File: config.mk
export PLATFORM = sky130hd
export DESIGN_NAME = axis_to_ext_fifo_wr
export DESIGN_NICKNAME = d
export VERILOG_FILES = /design/src/rtl/axis_to_ext_fifo_wr_pkg.sv /design/src/rtl/axis_to_ext_fifo_wr_gap_timer.sv /design/src/rtl/axis_to_ext_fifo_wr.sv
export SDC_FILE = /design/constraint.sdc
export NUM_CORES = 1
export LEC_CHECK = 0
export CAP_MARGIN = 40
export CORE_ASPECT_RATIO = 0.9
export CORE_MARGIN = 3
export CORE_UTILIZATION = 35
export CTS_CLUSTER_DIAMETER = 30
export DETAILED_ROUTE_END_ITERATION = 8
export PLACE_DENSITY_LB_ADDON = 0.05
export SYNTH_ARGS = -nofsm -noshare
export SYNTH_HDL_FRONTEND = slang
export SYNTH_HIERARCHICAL = 1
export SYNTH_SLANG_ARGS = --single-unit
File: constraint.sdc
create_clock -name clk -period 2.9 [get_ports clk]
set_clock_uncertainty 0.05 [all_clocks]
set_input_delay 0.29 -clock clk [delete_from_list [all_inputs] [get_ports clk]]
set_output_delay 0.29 -clock clk [all_outputs]
set_load 0.005 [all_outputs]
File: src/rtl/axis_to_ext_fifo_wr_pkg.sv
// Shared definitions for the external-FIFO RX write side: status word layout
// and write-side FSM encoding.
package axis_to_ext_fifo_wr_pkg;

  localparam int unsigned EXTF_LEN_W      = 14;
  localparam int unsigned EXTF_STATUS_W   = 45;
  localparam int unsigned EXTF_ST_LEN_LSB = 0;
  localparam int unsigned EXTF_ST_LEN_MSB = 13;
  localparam int unsigned EXTF_ST_BAD     = 14;
  localparam int unsigned EXTF_ST_LENERR  = 15;

  typedef enum logic [1:0] {
    EXTF_IDLE = 2'd0,
    EXTF_DATA = 2'd1,
    EXTF_DROP = 2'd2
  } extf_state_t;

  function automatic logic [EXTF_STATUS_W-1:0] extf_status(
    input logic [EXTF_LEN_W-1:0] len,
    input logic                  bad,
    input logic                  lenerr
  );
    logic [EXTF_STATUS_W-1:0] s;
    s                                   = '0;
    s[EXTF_ST_LEN_MSB:EXTF_ST_LEN_LSB]  = len;
    s[EXTF_ST_BAD]                      = bad;
    s[EXTF_ST_LENERR]                   = lenerr;
    return s;
  endfunction

endpackage

File: src/rtl/axis_to_ext_fifo_wr_gap_timer.sv
// Write pacing timer: reloads WR_GAP on every accepted beat and counts down;
// o_done is high while the count is zero.
module wr_gap_timer #(
  parameter int unsigned WR_GAP = 0
) (
  input  logic clk,
  input  logic rstn,
  input  logic i_load,
  output logic o_done
);

  localparam int unsigned GW = (WR_GAP < 2) ? 1 : $clog2(WR_GAP + 1);
  localparam logic [GW-1:0] LOAD = GW'(WR_GAP);

  logic [GW-1:0] r_cnt;

  always_ff @(posedge clk or negedge rstn) begin
    if (!rstn) begin
      r_cnt <= '0;
    end else if (i_load) begin
      r_cnt <= LOAD;
    end else if (r_cnt != '0) begin
      r_cnt <= r_cnt - 1'b1;
    end
  end

  assign o_done = (r_cnt == '0);

endmodule

File: src/rtl/axis_to_ext_fifo_wr.sv
// AXI4-Stream slave driving the GEM external-FIFO RX write interface:
// paced byte writes, end-of-frame status word and overflow frame abort.
module axis_to_ext_fifo_wr
  import axis_to_ext_fifo_wr_pkg::*;
#(
  parameter int unsigned                WR_GAP    = 0,
  parameter logic [EXTF_LEN_W-1:0]      MIN_FRAME = 14'd1,
  parameter logic [EXTF_LEN_W-1:0]      MAX_FRAME = 14'd1518
) (
  input  logic                     clk,
  input  logic                     rstn,
  input  logic [7:0]               s_axis_tdata,
  input  logic                     s_axis_tvalid,
  output logic                     s_axis_tready,
  input  logic                     s_axis_tlast,
  input  logic                     s_axis_tuser,
  output logic                     w_wr,
  output logic [7:0]               w_data,
  output logic                     w_sop,
  output logic                     w_eop,
  output logic                     w_err,
  output logic [EXTF_STATUS_W-1:0] w_status,
  input  logic                     w_overflow,
  output logic                     w_flush,
  output logic [15:0]              frames_ok_o,
  output logic [15:0]              frames_drop_o
);

  extf_state_t            r_state;
  extf_state_t            w_state_nxt;
  logic [EXTF_LEN_W-1:0]  r_len;
  logic [EXTF_LEN_W-1:0]  w_len_nxt;
  logic [EXTF_LEN_W-1:0]  w_len_inc;
  logic                   w_gap_done;
  logic                   w_accept;
  logic                   w_lenerr;
  logic                   w_do_wr;
  logic                   w_do_sop;
  logic                   w_do_eop;
  logic                   w_do_flush;
  logic                   w_do_drop;

  wr_gap_timer #(
    .WR_GAP (WR_GAP)
  ) u_gap_timer (
    .clk    (clk),
    .rstn   (rstn),
    .i_load (w_accept),
    .o_done (w_gap_done)
  );

  // DROP drains the rest of the frame as fast as the source offers it.
  assign s_axis_tready = (r_state == EXTF_DROP) | w_gap_done;
  assign w_accept      = s_axis_tvalid & s_axis_tready;
  assign w_len_inc     = (r_len == '1) ? r_len : r_len + 1'b1;
  assign w_lenerr      = (w_len_nxt < MIN_FRAME) | (w_len_nxt > MAX_FRAME);

  always_ff @(posedge clk or negedge rstn) begin
    if (!rstn) begin
      r_state <= EXTF_IDLE;
    end else begin
      r_state <= w_state_nxt;
    end
  end

  always_comb begin
    w_state_nxt = r_state;
    w_len_nxt   = r_len;
    w_do_wr     = 1'b0;
    w_do_sop    = 1'b0;
    w_do_eop    = 1'b0;
    w_do_flush  = 1'b0;
    w_do_drop   = 1'b0;
    unique case (r_state)
      EXTF_IDLE: begin
        if (w_accept) begin
          w_do_wr   = 1'b1;
          w_do_sop  = 1'b1;
          w_len_nxt = 14'd1;
          if (s_axis_tlast) begin
            w_do_eop = 1'b1;
          end else begin
            w_state_nxt = EXTF_DATA;
          end
        end
      end
      EXTF_DATA: begin
        // Overflow wins over a beat accepted in the same cycle: that byte is
        // discarded too, and a tlast beat closes the aborted frame at once.
        if (w_overflow) begin
          w_do_flush = 1'b1;
          if (w_accept && s_axis_tlast) begin
            w_do_drop   = 1'b1;
            w_state_nxt = EXTF_IDLE;
          end else begin
            w_state_nxt = EXTF_DROP;
          end
        end else if (w_accept) begin
          w_do_wr   = 1'b1;
          w_len_nxt = w_len_inc;
          if (s_axis_tlast) begin
            w_do_eop    = 1'b1;
            w_state_nxt = EXTF_IDLE;
          end
        end
      end
      EXTF_DROP: begin
        if (w_accept && s_axis_tlast) begin
          w_do_drop   = 1'b1;
          w_state_nxt = EXTF_IDLE;
        end
      end
      default: w_state_nxt = EXTF_IDLE;
    endcase
  end

  always_ff @(posedge clk or negedge rstn) begin
    if (!rstn) begin
      r_len         <= '0;
      w_wr          <= 1'b0;
      w_data        <= '0;
      w_sop         <= 1'b0;
      w_eop         <= 1'b0;
      w_err         <= 1'b0;
      w_status      <= '0;
      w_flush       <= 1'b0;
      frames_ok_o   <= '0;
      frames_drop_o <= '0;
    end else begin
      r_len   <= w_len_nxt;
      w_wr    <= w_do_wr;
      w_sop   <= w_do_sop;
      w_eop   <= w_do_eop;
      w_flush <= w_do_flush;
      w_err   <= w_do_eop & (s_axis_tuser | w_lenerr);
      if (w_do_wr) begin
        w_data <= s_axis_tdata;
      end
      if (w_do_eop) begin
        w_status    <= extf_status(w_len_nxt, s_axis_tuser, w_lenerr);
        frames_ok_o <= frames_ok_o + 16'd1;
      end
      if (w_do_drop) begin
        frames_drop_o <= frames_drop_o + 16'd1;
      end
    end
  end

endmodule

==> results.ini, run 1 <==
[run_status]
status = completed

[grt]
first_global_vias = 3067
antenna_found_initial = 0
grt_use_total_pct = 15.8
grt_pass1_wl_microns = 15800
grt_start_max_net_pins = 65
gr-total-overflow = 0

[placement]
pre_cts_slack_ns = 0.112
routabilityCongestion = 0.873
dp.final_hpwl_microns = 7170
io_buffers = 74

[detailed_routing]
detail-route-antenna-nets = 0
dr.pass1.iters = 4
vias = 3184
detail_route.wl_per_cell_microns = 14.6
drt-initial-drc-count = 172
drcViolationCount = 0
wl_microns = 9650
via_per_inst = 4.82

[clock_network]
clockBufferDepth = 2
cts_tree = done
clkTransAtPathRegs_ns = 0.06
cts_inserted_buffers = 9
cts-root-buf = clkbuf_16
clock_sinks = 77
clock_latency_ns = 0.33
htreeDepth = 3

[synth]
syn_inst = 411
ys_top_cells_by_area = dfrtp_1 (49%), nand2_1 (7.0%), buf_4 (5.7%)
ys_ff_latch = 77
synth_top_area_share_pct = 49.1
synthArstFlopShare_pct = 100
syn_area_sq_mm = 0.00392
seq_area_frac_synth_pct = 49.1
synth-edff-count = 0
synthDistinctLibCells = 53
synth_largest_area_cell = dfrtp_1
synth_ff_type = dfrtp_1
avgSynthCellArea_sq_um = 9.54
yosysWarnings = 6

[power]
peakVddDrop_mv = 0.363
switching_share_pct = 30.9
power.share.clock_pct = 31.4
seqPwrFrac_pct = 38.4
cellPowerDensity_mw_per_mm2 = 719
p_sw_mw = 1.15
p_comb_share_pct = 30.2
p_int_mw = 2.57
p_leak_nw = 2.40
p_total_mw = 3.73

[timing]
slew_headroom_pct = 63.9
tightest_slew_ns = 0.536
finalWorstSetupSlack_ns = 0.194
report.final.slew_viol_count = 0
finalCriticalPeriod_ns = 2.71
tns_ns = 0
hold_viol_final = 0
clock.fmax_mhz = 370
setup_viol = 0
timing.final.crit_share_pct = 93.3
grt_setup_unrepaired = no

[setup_path]
cp-startpoint = r_len[1]
r2r_start = r_len[1]
critical_path_class = flip-flop to flip-flop
start_kind = flip-flop
cp-end-kind = flip-flop
critPathMaxFanout = 6
cp_data_required_time_ns = 3.12
crit_arrival_ns = 2.92

[floorplan]
ios = 105
die-area_sq_mm = 0.0125
core_sq_mm = 0.0109
die_width_microns = 118
start_util_pct = 36.0
placementRows = 36
die_h_microns = 106

[finish]
diodes = 0
utilization_pct = 47.6
mostFrequentLayoutCell = dfrtp_1
final_cell_mix = dfrtp_1 (77), nand2_1 (73), clkdlybuf4s50_1 (73)
area.growth.synth_to_final_pct = 32.3
layout-drive-gt1-share_pct = 10.8
final_nets = 524

[job]
max_cap_violations = 0

[hold_path]
hold_class = input pin to async pin

==> power by group through the flow <==
stage / logic, mW / registers, mW / clock network, mW
2_1_floorplan: 0.548 / 1.44 / 0
3_3_place_gp: 1.12 / 1.45 / 0
3_5_place_dp: 1.13 / 1.45 / 0
4_1_cts: 1.13 / 1.43 / 1.22
5_1_grt: 1.26 / 1.46 / 1.27
6_report: 1.13 / 1.43 / 1.17
==> worst paths after layout <==
kind	end	slack [ns]	cells after the start
setup reg to reg	w_err	0.19	8
hold / removal	r_state[1]	0.31	2
setup / recovery	w_err	0.19	8
max in group asynchronous	r_len[10]	1.91	3
min in group clk	frames_drop_o[15]	0.42	1
hold reg to reg	frames_drop_o[15]	0.42	1
==> synth_stat cells, types with 3 or more instances <==
| cell | n |
|---|---|
| buf_2 | 4 |
| a21oi_1 | 9 |
| nor4_1 | 7 |
| and3_1 | 9 |
| xnor2_1 | 21 |
| nor2_1 | 19 |
| or2_2 | 3 |
| xor2_1 | 9 |
| mux2_2 | 3 |
| nand3_1 | 21 |
| buf_4 | 30 |
| nor3_1 | 10 |
| inv_1 | 19 |
| ha_1 | 6 |
| nand2b_1 | 5 |
| dfrtp_1 | 77 |
| nand2_1 | 73 |
| o21ai_0 | 18 |
| nand4_1 | 12 |
| a31oi_1 | 4 |
| clkinv_1 | 3 |
| clkbuf_1 | 6 |
==> kinds of logic after synthesis <==
kind of cell    synth area share, %
simple gates                   21.8
mux                           0.861
xor+xnor                       6.70
compound gates                 10.2
other cells                   0.192
fa+ha+maj                      1.91
flops                          49.1
buf+inv                        9.22
==> through the flow <==
step                      instance area (sq um)  hold WS (ns)  std cells
final                                      5190         0.311        661
after global routing                       5190         0.312        661
after CTS                                  5170         0.308        661
after detailed placement                   4850         0.118        644
after global placement                     4820         0.410        643
after floorplan                            4030       -0.0556        439
==> state kept, by name, indices dropped and copies added, names as in the netlist <==
register and cells:
frames_drop_o 16, frames_ok_o 16, r_len 14, r_state 2, w_data 8, w_eop 1
w_err 1, w_flush 1, w_sop 1, w_status 16, w_wr 1
==> cell type report <==
cell class	instances	area (sq um)
clock inverter	3	42.5
clock buffer	13	270
fill	1079	5710
timing repair buffer	95	918
multi-input combinational	299	1760
tap	152	190
inverter	22	82.6
sequential	77	1930
==> routing by layer <==
layer / global-route usage (%) / routed length (microns)
met4: 5.36 / 136
met3: 5.27 / 607
met1: 21.3 / 4610
met5: 0 / 0
met2: 23.9 / 4300
==> critical path, cell delays in order, from the launching register on <==
cell and delay [ns]:
dfrtp_1 0.45, ha_2 0.28, nand3_1 0.14, or3_4 0.38
o311ai_0 0.31, o21a_1 0.26, nand4b_1 0.11, or4_1 0.56
nand3_1 0.11
==> timing repair <==
| action | 4_1_cts | 5_1_grt |
|---|---|---|
| buffers inserted | 0 | 0 |
| hold buffers | 1 | 0 |
| resized for setup | 0 | 5 |
| endpoints found under the setup margin | 0 | 2 |
| endpoints found under the hold margin | 13 | 0 |
Note: power is estimated with default switching activity, not from simulation.
==> run 2: changes to the inputs <==
--- a/config.mk
+++ b/config.mk
@@ -9,9 +9,10 @@
 export CORE_ASPECT_RATIO = 0.9
 export CORE_MARGIN = 3
 export CORE_UTILIZATION = 35
+export CTS_BUF_LIST = sky130_fd_sc_hd__clkbuf_8
 export CTS_CLUSTER_DIAMETER = 30
 export DETAILED_ROUTE_END_ITERATION = 8
-export PLACE_DENSITY_LB_ADDON = 0.05
+export PLACE_DENSITY_LB_ADDON = 0.12
 export SYNTH_ARGS = -nofsm -noshare
 export SYNTH_HDL_FRONTEND = slang
 export SYNTH_HIERARCHICAL = 1
==> run 2 against run 1 <==
  * Non-clock buffer count increased by 9
  * First-iteration DRC count increased by 5.2%
  * Clock power decreased by 36%
  * Power decreased by 11%
  * Sequential share of layout area increased by 0.86 points
  * Global-route usage decreased by 0.23 points
==> results.ini, run 2 (synthesis gave the netlist of run 1 again) <==
[run_status]
status = completed

[grt]
grt_use_total_pct = 15.5  ; -0.23 points
first_global_vias = 3037  ; -0.98%
antenna_found_initial = 0  ; unchanged
grt_pass1_wl_microns = 15700  ; -0.70%
gr-total-overflow = 0  ; unchanged
grt_start_max_net_pins = 47  ; -28%

[power]
peakVddDrop_mv = 0.432  ; +19%
p_sw_mw = 1.09  ; -5.2%
p_int_mw = 2.22  ; -14%
p_leak_nw = 2.37  ; -1.1%
switching_share_pct = 33.0  ; +2.0 points
cellPowerDensity_mw_per_mm2 = 654  ; -9.0%
p_comb_share_pct = 34.1  ; +3.9 points
power.share.clock_pct = 22.7  ; -8.7 points
seqPwrFrac_pct = 43.2  ; +4.8 points

[finish]
final_area_sq_mm = 0.00507  ; -2.3%
largestRegisters = frames_drop_o (16), frames_ok_o (16), w_status (16)
diodes = 0  ; unchanged
final_nets = 533  ; +1.7%
layout-drive-gt1-share_pct = 11.1  ; +0.26 points
mostFrequentLayoutCell = dfrtp_1
area.growth.synth_to_final_pct = 29.3
final_cell_mix = dfrtp_1 (77), nand2_1 (73), clkdlybuf4s50_1 (73)
fin_cells = 667  ; +0.91%

[placement]
dp.final_hpwl_microns = 7100  ; -0.90%
routabilityCongestion = 0.895  ; +2.5%
io_buffers = 74  ; unchanged
place_area_sq_mm = 0.00489  ; +0.98%
dp.cells = 653  ; +1.4%

[detailed_routing]
wl_microns = 9510  ; -1.4%
detail-route-antenna-nets = 0  ; unchanged
drcViolationCount = 0  ; unchanged
dr.pass1.iters = 4  ; unchanged
via_per_inst = 4.76  ; -1.3%
detail_route.wl_per_cell_microns = 14.3  ; -2.3%
drt-initial-drc-count = 181  ; +5.2%
vias = 3172  ; -0.38%

[floorplan]
die-area_sq_mm = 0.0125  ; unchanged
die_width_microns = 118  ; unchanged
placementRows = 36  ; unchanged
core_sq_mm = 0.0109  ; unchanged
start_util_pct = 36.0  ; unchanged
ios = 105  ; unchanged
die_h_microns = 106  ; unchanged

[setup_path]
critPathMaxFanout = 7  ; +1
crit_chain = nand4_2, or4_1, and3_1, o211a_1, o41ai_1, o2111ai_1, nand4_1
cpPeakStageDelay_ns = 0.73  ; +0.17 ns
critical_path_class = flip-flop to flip-flop
crit_arrival_ns = 2.92  ; about the same
cp-end-kind = flip-flop
slowest_stage = or4_1
start_kind = flip-flop
cp_data_required_time_ns = 3.13  ; about the same

[clock_network]
clock_latency_ns = 0.35  ; +0.02 ns
clock_sinks = 77  ; unchanged
htreeDepth = 3  ; unchanged
clkTransAtPathRegs_ns = 0.08  ; +0.02 ns
cts-root-buf = clkbuf_8
clockBufferDepth = 2  ; unchanged
cts_tree = done
cts_inserted_buffers = 9  ; unchanged
post_cts_buffers = 0  ; unchanged

[timing]
timing.final.crit_share_pct = 92.9  ; -0.44 points
grt_setup_unrepaired = no
tns_ns = 0  ; unchanged
slew_headroom_pct = 53.2  ; -11 points
report.final.slew_viol_count = 0  ; unchanged
tightest_slew_ns = 0.695  ; +0.159 ns
hold_viol_final = 0  ; unchanged
clock.fmax_mhz = 371  ; +0.47%
setup_viol = 0  ; unchanged
holdWs_ns = 0.421  ; +0.111 ns
finalCriticalPeriod_ns = 2.69  ; -0.0126 ns

[hold_path]
hold_class = flip-flop to flip-flop

[job]
max_cap_violations = 0  ; unchanged

[run 2: timing repair]
item,in CTS,in global routing
resized for setup,0,1
hold endpoints to repair,44,0
endpoints found under the setup margin,0,2
hold buffers,1,0
[run 2: path summary, 6_finish.rpt]
kind | startpoint | end | slack (ns) | cells past startpoint
setup / recovery | r_len[7] | w_status[15] | 0.21 | 7
hold / removal | frames_drop_o[15] | frames_drop_o[15] | 0.42 | 1
setup reg to reg | r_len[7] | w_status[15] | 0.21 | 7
hold reg to reg | frames_drop_o[15] | frames_drop_o[15] | 0.42 | 1
max in group asynchronous | rstn | frames_ok_o[4] | 1.66 | 3
min in group asynchronous | rstn | w_data[0] | 0.45 | 2
[run 2: critical path, delay by kind of cell (launching register included)]
family	cells	cell delay (ns)
flip-flops	1	0.46
AND/OR/NAND/NOR	4	1.34
AO/OA/AOI/OAI	3	0.78
[run 2: final cells by class]
cell class / count / area [sq um]
flip-flops and latches: 77 / 1930
repair buffers: 104 / 966
well taps: 152 / 190
clock inverters: 4 / 43.8
multi-input cells: 299 / 1740
fillers: 1054 / 5830
clock buffers: 9 / 124
inverters: 22 / 82.6
[run 2: layer usage]
metal	routed length [microns]	share of wire (%)	track usage (%)
met5	0	0	0
met4	153	1.6	5.69
met3	555	5.8	3.99
met2	4210	44	23.9
met1	4590	48	21.3
[run 2: per-stage QoR]
step / total power [mW] / setup slack [ns] / util (%)
after floorplan: 1.99 / 0.414 / -
after global placement: 2.59 / 0.133 / 44.9
after detailed placement: 2.59 / 0.0949 / 44.9
after CTS: 3.37 / 0.194 / 46.5
after global routing: 3.57 / 0.0210 / 46.5
final: 3.32 / 0.206 / 46.5
[run 2: power groups by stage]
stage | registers, mW | logic, mW | clock network [mW]
global placement | 1.46 | 1.14 | 0
floorplan | 1.44 | 0.548 | 0
finish | 1.43 | 1.13 | 0.752
CTS | 1.44 | 1.15 | 0.787
detailed placement | 1.45 | 1.14 | 0
global route | 1.47 | 1.28 | 0.823
==> run 3: changes to the inputs <==
--- a/config.mk
+++ b/config.mk
@@ -5,10 +5,10 @@
 export SDC_FILE = /design/constraint.sdc
 export NUM_CORES = 1
 export LEC_CHECK = 0
+export ABC_AREA = 1
 export CAP_MARGIN = 40
 export CORE_ASPECT_RATIO = 0.9
-export CORE_MARGIN = 3
-export CORE_UTILIZATION = 35
+export CORE_UTILIZATION = 51
 export CTS_BUF_LIST = sky130_fd_sc_hd__clkbuf_8
 export CTS_CLUSTER_DIAMETER = 30
 export DETAILED_ROUTE_END_ITERATION = 8
==> run 3 against run 2 <==
  * Critical path depth rose by 8
  * Area after synthesis rose by 2.6%
  * Via count fell by 1.5%
  * Count of clock-buffer cells in the layout did not move
==> results.ini, run 3 <==
[setup_path]
worst_path_most_repeated_cell = nand2_1
cp_data_required_time_ns = 3.14  ; about the same
start_kind = flip-flop
crit_arrival_ns = 2.73  ; -0.19 ns
crit_chain = inv_1, ha_1, nor2_1, inv_1, nand2_1, a22oi_1, nand2_1, nand2_1, inv_1, nand3_1, nor2_1, nand2_1, nand2_1, nand2_1, nand3_1
critical_path_class = flip-flop to flip-flop
critPathMaxFanout = 10  ; +3
cp-end-kind = flip-flop
slowest_stage = dfrtp_1
cpPeakStageDelay_ns = 0.35  ; -0.38 ns

[clock_network]
cts_inserted_buffers = 9  ; unchanged
clock_latency_ns = 0.35  ; about the same
post_cts_buffers = 0  ; unchanged
cts_tree = done
clockBufferDepth = 2  ; unchanged
cts_resized = 0  ; unchanged
cts-root-buf = clkbuf_8
clkTransAtPathRegs_ns = 0.08  ; about the same
postCtsHoldBufs = 1  ; unchanged
clock_sinks = 77  ; unchanged
htreeDepth = 3  ; unchanged

[synth]
synth_top_area_share_pct = 47.9  ; -1.3 points
synth_compound_area_share_pct = 5.50  ; -4.7 points
ys_ff_latch = 77  ; unchanged
syn_inst = 447  ; +8.8%
synthArstFlopShare_pct = 100  ; unchanged
synth_ff_type = dfrtp_1
synthMuxAreaShare_pct = 2.24  ; +1.4 points
synthDistinctLibCells = 37  ; -30%
synth_top_family_by_area = simple AND/OR/NAND/NOR gates
avgSynthCellArea_sq_um = 9.00  ; -5.6%
synth-simple-area-share_pct = 25.5  ; +3.8 points
synthTopCellsByCount = nand2_1 (96), dfrtp_1 (77), inv_1 (43)
synthAdderAreaFrac_pct = 1.87  ; -0.049 points
yosysWarnings = 6  ; unchanged
yosysMostFrequentCell = nand2_1
syn_area_sq_mm = 0.00402  ; +2.6%
synth-edff-count = 0  ; unchanged
seq_area_frac_synth_pct = 47.9  ; -1.3 points
ys_top_cells_by_area = dfrtp_1 (48%), nand2_1 (9.0%), buf_4 (5.6%)
synth-xor-area-share_pct = 5.88  ; -0.82 points
synth_largest_area_cell = dfrtp_1

[finish]
seqCellArea_sq_mm = 0.00193  ; unchanged
multi_input_area_sq_mm = 0.00176  ; +1.4%
final_nets = 549  ; +3.0%
layout-drive-gt1-share_pct = 11.2  ; +0.17 points
diodes = 0  ; unchanged
fill_cells = 648  ; -39%
utilization_pct = 65.8  ; +19 points
area.growth.synth_to_final_pct = 24.0
final_area_sq_mm = 0.00499  ; -1.6%
final_cell_mix = nand2_1 (96), dfrtp_1 (77), clkdlybuf4s50_1 (73)
largestRegisters = frames_drop_o (16), frames_ok_o (16), w_status (16)
mostFrequentLayoutCell = nand2_1

[detailed_routing]
detail_route.wl_per_cell_microns = 13.5  ; -5.1%
detail-route-antenna-nets = 0  ; unchanged
wl_microns = 8520  ; -10%
via_per_inst = 4.96  ; +4.3%
drcViolationCount = 0  ; unchanged
dr.pass1.iters = 5  ; +1
vias = 3125  ; -1.5%
drt-initial-drc-count = 144  ; -20%

[timing]
tns_ns = 0  ; unchanged
setup_viol = 0  ; unchanged
report.final.slew_viol_count = 0  ; unchanged
finalCriticalPeriod_ns = 2.49  ; -0.206 ns
timing.final.crit_share_pct = 85.8  ; -7.1 points
grt_setup_unrepaired = no
finalWorstSetupSlack_ns = 0.412  ; +0.206 ns
hold_viol_final = 0  ; unchanged
clock.fmax_mhz = 402  ; +8.3%

[floorplan]
die-area_sq_mm = 0.00825  ; -34%
placementRows = 30  ; -17%
core_sq_mm = 0.00758  ; -30%
ios = 105  ; unchanged
die_h_microns = 86.3  ; -19%
start_util_pct = 53.1  ; +17 points
die_width_microns = 95.6  ; -19%

[placement]
dp.final_hpwl_microns = 6220  ; -12%
pre_cts_slack_ns = 0.371  ; +0.276 ns
place_area_sq_mm = 0.00479  ; -2.2%
routabilityCongestion = 0.841  ; -6.1%
io_buffers = 74  ; unchanged

[hold_path]
hold_class = input pin to async pin

[power]
peakVddDrop_mv = 0.411  ; -4.8%
cellPowerDensity_mw_per_mm2 = 715  ; +9.2%
p_leak_nw = 2.41  ; +1.6%

[grt]
gr-total-overflow = 0  ; unchanged
first_global_vias = 2854  ; -6.0%
grt_pass1_wl_microns = 13900  ; -11%
grt_start_max_net_pins = 69  ; +47%
grt_use_total_pct = 22.2  ; +6.6 points
antenna_found_initial = 0  ; unchanged

[run_status]
status = completed

[job]
max_cap_violations = 0  ; unchanged

==> run 3: layout make-up <==
type                       count  area share (%)
clock buffer                   9            2.48
clock inverter                 7            1.35
inverter                      50            3.79
multi-input combinational    312            35.3
sequential                    77            38.6
tap                           96            2.41
timing repair buffer          79            16.0
==> run 3: per-layer routing <==
layer	GRT usage, %	wire length [microns]
met1	30.3	3860
met2	34.1	3930
met3	7.19	625
met4	6.24	105
met5	0	0
==> run 3: power breakdown <==
part | leakage (nW) | switching [mW] | internal, mW | total [mW]
sequential | 0.998 | 0.185 | 1.31 | 1.49
clock | 0.0964 | 0.404 | 0.393 | 0.797
combinational | 1.31 | 0.633 | 0.641 | 1.27
==> run 3: metrics by stage <==
stage          cells  total power, mW  hold WS [ns]
2_1_floorplan    475             2.16       -0.0556
3_3_place_gp     612             2.74         0.410
3_5_place_dp     613             2.78        0.0976
4_1_cts          630             3.59         0.259
5_1_grt          630             3.82         0.267
6_report         630             3.56         0.262
==> run 3: final timing paths <==
check                                  start                end  slack [ns]  cells past startpoint
max                               r_state[1]              w_err        0.41                     15
min                                     rstn          r_len[10]        0.26                      2
max reg2reg                       r_state[1]              w_err        0.41                     15
min reg2reg                frames_drop_o[15]  frames_drop_o[15]        0.42                      1
max in group asynchronous               rstn          r_len[13]        1.96                      3
min in group clk           frames_drop_o[15]  frames_drop_o[15]        0.42                      1
==> run 3: worst max-delay path, delay by kind of cell, from the launching register on <==
family                   cells  cell delay [ns]
buffers and inverters        3             0.28
flip-flops                   1             0.35
adder cells (fa/ha/maj)      1             0.29
AND/OR/NAND/NOR             10             1.33
AO/OA/AOI/OAI                1             0.12
==> run 3: logic make-up (layout without fill, tap and decap cells) <==
kind of cell,Yosys count,after routing
fa+ha+maj,6,6
compound gates,38,38
simple gates,203,203
mux,8,8
buf+inv,86,145
flops,77,77
xor+xnor,27,27
other cells,2,30
